<file path="config.mk">
export PLATFORM = sky130hd
export DESIGN_NAME = vga_fifo_reader
export DESIGN_NICKNAME = d
export VERILOG_FILES = /design/src/rtl/vga_fifo_reader.sv
export SDC_FILE = /design/constraint.sdc
export NUM_CORES = 1
export LEC_CHECK = 0
export ABC_AREA = 1
export ABC_CLOCK_PERIOD_IN_PS = 1800
export BUFFER_PORTS_ARGS = -buffer_cell sky130_fd_sc_hd__clkbuf_2
export CORE_AREA = 10 10 166 106
export CTS_BUF_LIST = sky130_fd_sc_hd__clkbuf_8 sky130_fd_sc_hd__clkbuf_16
export CTS_CLUSTER_SIZE = 40
export DETAILED_ROUTE_END_ITERATION = 16
export DIE_AREA = 0 0 176 116
export PLACE_DENSITY = 0.39
export SYNTH_ARGS = -nofsm -noshare
export SYNTH_HDL_FRONTEND = slang
export SYNTH_SLANG_ARGS = --single-unit
</file>
<file path="constraint.sdc">
create_clock -name clk -period 1.8 [get_ports clk]
set_input_delay 0.09 -clock clk [delete_from_list [all_inputs] [get_ports clk]]
set_output_delay 0.09 -clock clk [all_outputs]
set_load 0.02 [all_outputs]
</file>
<file path="src/rtl/vga_fifo_reader.sv">
// Pixel-FIFO read side: 640x480@60 raster, one pop per active pixel, registered DAC outputs.
// Optional colour-bar generator enabled by defining VGA_TEST_PATTERN_EN (adds test_mode input).
module vga_fifo_reader #(
  parameter int unsigned H_ACTIVE = 640,
  parameter int unsigned H_FP     = 16,
  parameter int unsigned H_SYNC   = 96,
  parameter int unsigned H_BP     = 48,
  parameter int unsigned V_ACTIVE = 480,
  parameter int unsigned V_FP     = 10,
  parameter int unsigned V_SYNC   = 2,
  parameter int unsigned V_BP     = 33
) (
  input  logic        clk,
  input  logic        rst_n,
  input  logic        fifo_empty,
  input  logic [23:0] fifo_dout,
`ifdef VGA_TEST_PATTERN_EN
  input  logic        test_mode,
`endif
  output logic        fifo_rd_en,
  output logic        hsync,
  output logic        vsync,
  output logic        blank,
  output logic [7:0]  red,
  output logic [7:0]  green,
  output logic [7:0]  blue,
  output logic        underflow,
  output logic [15:0] underflow_cnt,
  output logic        frame_done
);

  localparam logic [9:0] HActive = 10'(H_ACTIVE);
  localparam logic [9:0] VActive = 10'(V_ACTIVE);
  localparam logic [9:0] HsStart = 10'(H_ACTIVE + H_FP);
  localparam logic [9:0] HsEnd   = 10'(H_ACTIVE + H_FP + H_SYNC);
  localparam logic [9:0] VsStart = 10'(V_ACTIVE + V_FP);
  localparam logic [9:0] VsEnd   = 10'(V_ACTIVE + V_FP + V_SYNC);
  localparam logic [9:0] HLast   = 10'(H_ACTIVE + H_FP + H_SYNC + H_BP - 1);
  localparam logic [9:0] VLast   = 10'(V_ACTIVE + V_FP + V_SYNC + V_BP - 1);

  typedef enum logic {StPrefill, StRun} state_e;

  state_e      r_state;
  logic [9:0]  r_h, r_v;
  logic        r_s1_active, r_s1_hs, r_s1_vs, r_s1_pop, r_s1_tm;
  logic [23:0] r_s1_pat;
  logic        r_hsync, r_vsync, r_blank;
  logic [23:0] r_rgb;
  logic        r_underflow;
  logic [15:0] r_underflow_cnt;

  logic        w_run, w_active, w_pop, w_miss, w_hs_n, w_vs_n, w_tm;
  logic [23:0] w_pat;

`ifdef VGA_TEST_PATTERN_EN
  logic [2:0] w_bar;
  assign w_bar = r_h[9:7];
  assign w_tm  = test_mode;
  assign w_pat = {{8{w_bar[2]}}, {8{w_bar[1]}}, {8{w_bar[0]}}};
`else
  assign w_tm  = 1'b0;
  assign w_pat = 24'h0;
`endif

  assign w_run    = (r_state == StRun);
  assign w_active = w_run & (r_h < HActive) & (r_v < VActive);
  assign w_pop    = w_active & ~fifo_empty & ~w_tm;
  assign w_miss   = w_active & fifo_empty & ~w_tm;
  assign w_hs_n   = ~(w_run & (r_h >= HsStart) & (r_h < HsEnd));
  assign w_vs_n   = ~(w_run & (r_v >= VsStart) & (r_v < VsEnd));

  assign fifo_rd_en = w_pop;
  assign frame_done = w_run & (r_h == HLast) & (r_v == VLast);

  // PREFILL waits for the first data word; RUN free-runs the raster forever.
  always_ff @(posedge clk or negedge rst_n) begin
    if (!rst_n) begin
      r_state <= StPrefill;
      r_h     <= 10'd0;
      r_v     <= 10'd0;
    end else begin
      unique case (r_state)
        StPrefill: if (!fifo_empty) r_state <= StRun;
        StRun: begin
          if (r_h == HLast) begin
            r_h <= 10'd0;
            r_v <= (r_v == VLast) ? 10'd0 : r_v + 10'd1;
          end else begin
            r_h <= r_h + 10'd1;
          end
        end
        default: r_state <= StPrefill;
      endcase
    end
  end

  // Stage 1 tags the pixel; stage 2 captures FIFO data, which lands one cycle after the pop.
  always_ff @(posedge clk or negedge rst_n) begin
    if (!rst_n) begin
      r_s1_active <= 1'b0;
      r_s1_hs     <= 1'b1;
      r_s1_vs     <= 1'b1;
      r_s1_pop    <= 1'b0;
      r_s1_tm     <= 1'b0;
      r_s1_pat    <= 24'h0;
      r_hsync     <= 1'b1;
      r_vsync     <= 1'b1;
      r_blank     <= 1'b1;
      r_rgb       <= 24'h0;
    end else begin
      r_s1_active <= w_active;
      r_s1_hs     <= w_hs_n;
      r_s1_vs     <= w_vs_n;
      r_s1_pop    <= w_pop;
      r_s1_tm     <= w_tm & w_active;
      r_s1_pat    <= w_pat;
      r_hsync     <= r_s1_hs;
      r_vsync     <= r_s1_vs;
      r_blank     <= ~r_s1_active;
      if (r_s1_pop)     r_rgb <= fifo_dout;
      else if (r_s1_tm) r_rgb <= r_s1_pat;
      else              r_rgb <= 24'h0;
    end
  end

  always_ff @(posedge clk or negedge rst_n) begin
    if (!rst_n) begin
      r_underflow     <= 1'b0;
      r_underflow_cnt <= 16'h0;
    end else if (w_miss) begin
      r_underflow <= 1'b1;
      if (r_underflow_cnt != 16'hFFFF) r_underflow_cnt <= r_underflow_cnt + 16'd1;
    end
  end

  assign hsync         = r_hsync;
  assign vsync         = r_vsync;
  assign blank         = r_blank;
  assign red           = r_rgb[23:16];
  assign green         = r_rgb[15:8];
  assign blue          = r_rgb[7:0];
  assign underflow     = r_underflow;
  assign underflow_cnt = r_underflow_cnt;

endmodule

</file>
# Yosys cells after proc, flatten, opt, wreduce, memory -nomap -nowiden
# Cells that the tools add are included.
# totals
register_bits,69
in_bits,27
word_cells,46
# classes
add_sub_neg,3
n_lt_le_gt_ge,6
n_eq_ne,3
mux,5
bitwise,14
n_reduce_logical,2
# op_table
cell,count
$mux 24,1
$add 10x1->10 const B,2
$eq 10x10->1 const B,2
$lt 10x10->1 const B,2
$lt 10x9->1 const B,2
$mux 10,2
$add 16x1->16 const B,1
$ne 16x16->1 const B,1
$and 1x1->1,10
$ge 10x10->1 const B,1
$ge 10x9->1 const B,1
$not 1->1,4
$reduce_and 2->1,2
$mux 1,2

# Longest topological paths before layout
# logic_depth
depth_word,5
depth_mapped,10
ltp_nobuf,9

# Worst setup path after synthesis
# Ideal clock, no wire load.
# synth_timing
path_kind,reg2reg
start,register r_underflow_cnt[0] (netlist: underflow_cnt[0])
end,register r_underflow_cnt[5] (netlist: underflow_cnt[5])
setup_time_ns,0.065
t_arrival_ns,1.616
setup_slack_ns,0.119
stages_incl_launch_ff,11
synth_period_minus_slack_ns,1.681
cell_sequence,dfrtp_1 > ha_1 > nand2_1 > nor2_2 > nand2_1 > nor2_2 > inv_1 > nand3_2 > buf_6 > nand2_1 > nand2_1
# synth_via
elab_chain_len,2
elab_cells_between_ends,3
# synth_rtl
element,line_no,rtl
start: declaration,50,logic [15:0] r_underflow_cnt;
start signal: assignment,132,if (r_underflow_cnt != 16'hFFFF) r_underflow_cnt <= r_underflow_cnt + 16'd1;
branches (longest 2 deep; another with $add 16x1->16),--,
# Several ways; the timed one is not identified.
# A chain may end at the register's enable or synchronous reset.

# Worst setup path in the final report
# layout_timing
start,register r_v[1]
end,output port frame_done
# layout_via
elab_chain_len,2
# layout_rtl
element,line_no,rtl
start: declaration,44,"logic [9:0] r_h, r_v;"
start signal: assignment,87,r_v <= (r_v == VLast) ? 10'd0 : r_v + 10'd1;
$eq 10x10->1,73,assign frame_done = w_run & (r_h == HLast) & (r_v == VLast);
$and 1x1->1,73,
end: declaration,29,output logic frame_done
# No other way between the ends.

==> flow_summary_export.csv <==
group,metric,value,unit
status,outcome,"completed",
synthesis,synthSimpleGateAreaFrac,30.35,%
sta,layout_min_cycle_time,1.750,ns
clock_tree,clock_sinks,69,
clock_tree,cts_buffer_depth,2,
synthesis,synth_area_per_cell,8.053,µm²
placement,place_area,3988,µm²
synthesis,synth-xor-area-share,4.265,%
drt,drc,0,
drt,drt_first_pass_iters,4,
synthesis,syn_inst,408,
power_and_ir_drop,p_comb_share,12.8,%
setup_path,start_kind,"flop",
sta,rsz0062_at_grt,"true",
clock_tree,root_buffer,"clkbuf_16",
clock_tree,htreeDepth,3,
power_and_ir_drop,pwr-share-seq,42.9,%
drt,vias,2886,
drt,wl_per_cell,12.53,µm
cells_and_area,fin_nets,563,
global_routing,antenna_found_initial,0,
cells_and_area,mostFrequentLayoutCell,"nand2_1",
synthesis,netlist_area,3286,µm²
power_and_ir_drop,cellPowerDensity,857.8,nW/µm²
setup_path,cp_top_family,"simple AND/OR/NAND/NOR gates",
clock_tree,numCtsBuffers,9,
clock_tree,insertion_delay,0.33,ns
floorplan,die_y,116,µm
global_routing,grt_overflow_total,0,
floorplan,core_area,14380,µm²
job,maxCapViolCount,0,
synthesis,synth_area_leaders,"dfrtp_1 49%, nand2_1 17%, inv_1 7.3%, dfstp_2 4.0%, nor2_1 3.8%",
setup_path,arrival,1.66,ns
clock_tree,cts.clk_slew.worst_paths,0.05,ns
sta,slew_headroom,52.25,%
power_and_ir_drop,leakage,2.501,nW
placement,portBuffers,72,
synthesis,ys_warn_count,0,
power_and_ir_drop,p_clk_share,44.4,%
synthesis,synth-seq-cells,69,
synthesis,yosys-mux-area-fraction,0,%
synthesis,ys_seq_area_share,52.74,%
power_and_ir_drop,p_switching,1.042,mW
sta,drv_slew,0,
cells_and_area,antenna_cells,0,
setup_path,crit_slowest_cell,"dfrtp_1",
sta,holdWs,0.07390,ns
cells_and_area,fin_area,4631,µm²
setup_path,critPathMaxStageDelay,0.42,ns
floorplan,ios,73,
global_routing,grt_pass1_wl,15110,µm
setup_path,path_cells,"inv_2 -> ha_4 -> nand2_2 -> nor2_1 -> nand3b_1 -> nor3_2 -> buf_4",
cells_and_area,final_cell_mix,"148 x nand2_1, 70 x clkbuf_2, 63 x dfrtp_1",
drt,antenna_left,0,
power_and_ir_drop,swShare,26.24,%
placement,dp_hpwl,6506,µm
setup_path,crit_type,"flop to primary output",
floorplan,num_rows,34,
setup_path,rrSetupSlack,0.18,ns
drt,via_per_inst,3.937,
drt,routed_wl,9187,µm
sta,fin_crit_sh,97.25,%
sta,finalHoldViolations,0,
synthesis,synth_top_family_by_area,"simple AND/OR/NAND/NOR gates",
hold_path,min_path_type,"primary input to flop",
global_routing,grt_pass1_vias,2867,
floorplan,start_util,22.85,%
setup_path,critPathBufInv,2,
synthesis,synth_top_area_cell,"dfrtp_1",
clock_tree,cts_tree,"yes",
synthesis,syn-num-nets,440,
floorplan,dieArea,20420,µm²
setup_path,endpoint_kind,"primary output",
synthesis,synthAdderAreaFrac,1.904,%
setup_path,worstPathRequired,1.71,ns
setup_path,worstPathMaxFanout,4,
synthesis,synth-compound-area-share,2.133,%
floorplan,dieWidth,176,µm
synthesis,synth_top_cell_area_share,48.74,%
placement,place.gp.congestion,0.7745,
synthesis,ys_types,25,
power_and_ir_drop,vdd_drop_max,387.3,µV
cells_and_area,drive_above_1_share,24.49,%
sta,clock_skew,0.007180,ns
global_routing,grtUsageTotal,9.273,%
sta,tightest_slew,0.7163,ns
cells_and_area,syn2layout_area_growth,40.94,%
sta,finalSetupViolCount,0,
global_routing,grt_max_degree,70,
power_and_ir_drop,p_int,2.930,mW
sta,fmax,571.3,MHz
drt,drt_iter0_markers,260,
[worst paths after layout]
check                      startpoint               end  cells past startpoint
max                            r_v[1]        frame_done                      7
min                        fifo_empty           r_state                      2
max reg2reg                    r_h[7]  underflow_cnt[6]                      7
min reg2reg                   r_s1_vs             vsync                      0
max in group asynchronous       rst_n           r_s1_vs                      3
min in group asynchronous       rst_n          r_rgb[5]                      3
[area by class of cell]
class / count / area, µm²
Fill cell: 1550 / 9748
Sequential cell: 69 / 1734
Multi-Input combinational cell: 269 / 1330
Timing Repair Buffer: 117 / 775.7
Tap cell: 198 / 247.7
Inverter: 65 / 244.0
Clock buffer: 10 / 239.0
Clock inverter: 5 / 60.06
[layer usage]
metal	up-vias	wire length, µm	track usage [%]
met4	0	80	2.531
met3	7	639	3.996
met5	-	0	0
met2	77	3666	12.93
met1	1311	4800	12.72
li1	1491	-	-
[flip-flops by register name, indices dropped and copies added, names as in the netlist]
signal and count:
r_s1_pop 1, r_v 10, hsync 1, r_rgb 24
r_s1_vs 1, r_s1_hs 1, vsync 1, r_s1_active 1
underflow_cnt 16, blank 1, r_h 10, underflow 1
r_state 1
[power by group through the flow]
| stage | Sequential, mW | Clock, mW | Combinational (mW) |
|---|---|---|---|
| finish | 1.70 | 1.76 | 0.507 |
| global route | 1.72 | 1.92 | 0.567 |
| CTS | 1.70 | 1.84 | 0.512 |
| detailed placement | 1.73 | 0 | 0.463 |
| global placement | 1.73 | 0 | 0.467 |
| floorplan | 1.82 | 0 | 0.141 |
[cells by family after synthesis]
logic type                 after synthesis
AOI/OAI and AO/OA                       13
xor gates and xnor gates                16
adders and majority gates                5
buffers and inverters                   71
DFF                                     69
and+or+nand+nor                        234
[cells in the mapped netlist, drive strengths merged]
cell type	count
nand2	151
inv	65
dfrtp	64
nor2	38
nand3	22
nand4	13
xor2	12
o21ai	9
nor3	7
dfstp	5
ha	5
xnor2	4
buf	3
clkbuf	3
a21oi	2
nand3b	2
o211ai	1
o21bai	1
or2	1
[metrics by stage]
| stage | instances | worst slack, ns | setup TNS, ns | power (mW) | util [%] |
|---|---|---|---|---|---|
| 6_report | 733 | 0.04951 | 0 | 3.972 | 32.21 |
| 3_5_place_dp | 688 | -0.004869 | -0.005413 | 2.192 | 27.73 |
| 2_1_floorplan | 408 | 0.1193 | 0 | 1.957 | - |
| 3_3_place_gp | 688 | 0.08640 | 0 | 2.194 | 27.73 |
| 5_1_grt | 733 | -0.06040 | -0.06040 | 4.200 | 32.21 |
| 4_1_cts | 728 | -0.02366 | -0.02366 | 4.050 | 31.66 |
[timing repair]
action | in CTS | in global routing
setup buffers | 0 | 4
pin swaps | 0 | 2
resized for setup | 3 | 12
endpoints found under the hold margin | 88 | 0
hold buffers | 25 | 0
setup endpoints to repair | 16 | 18
gates cloned | 0 | 1
Note: power is estimated with default switching activity, not from simulation.
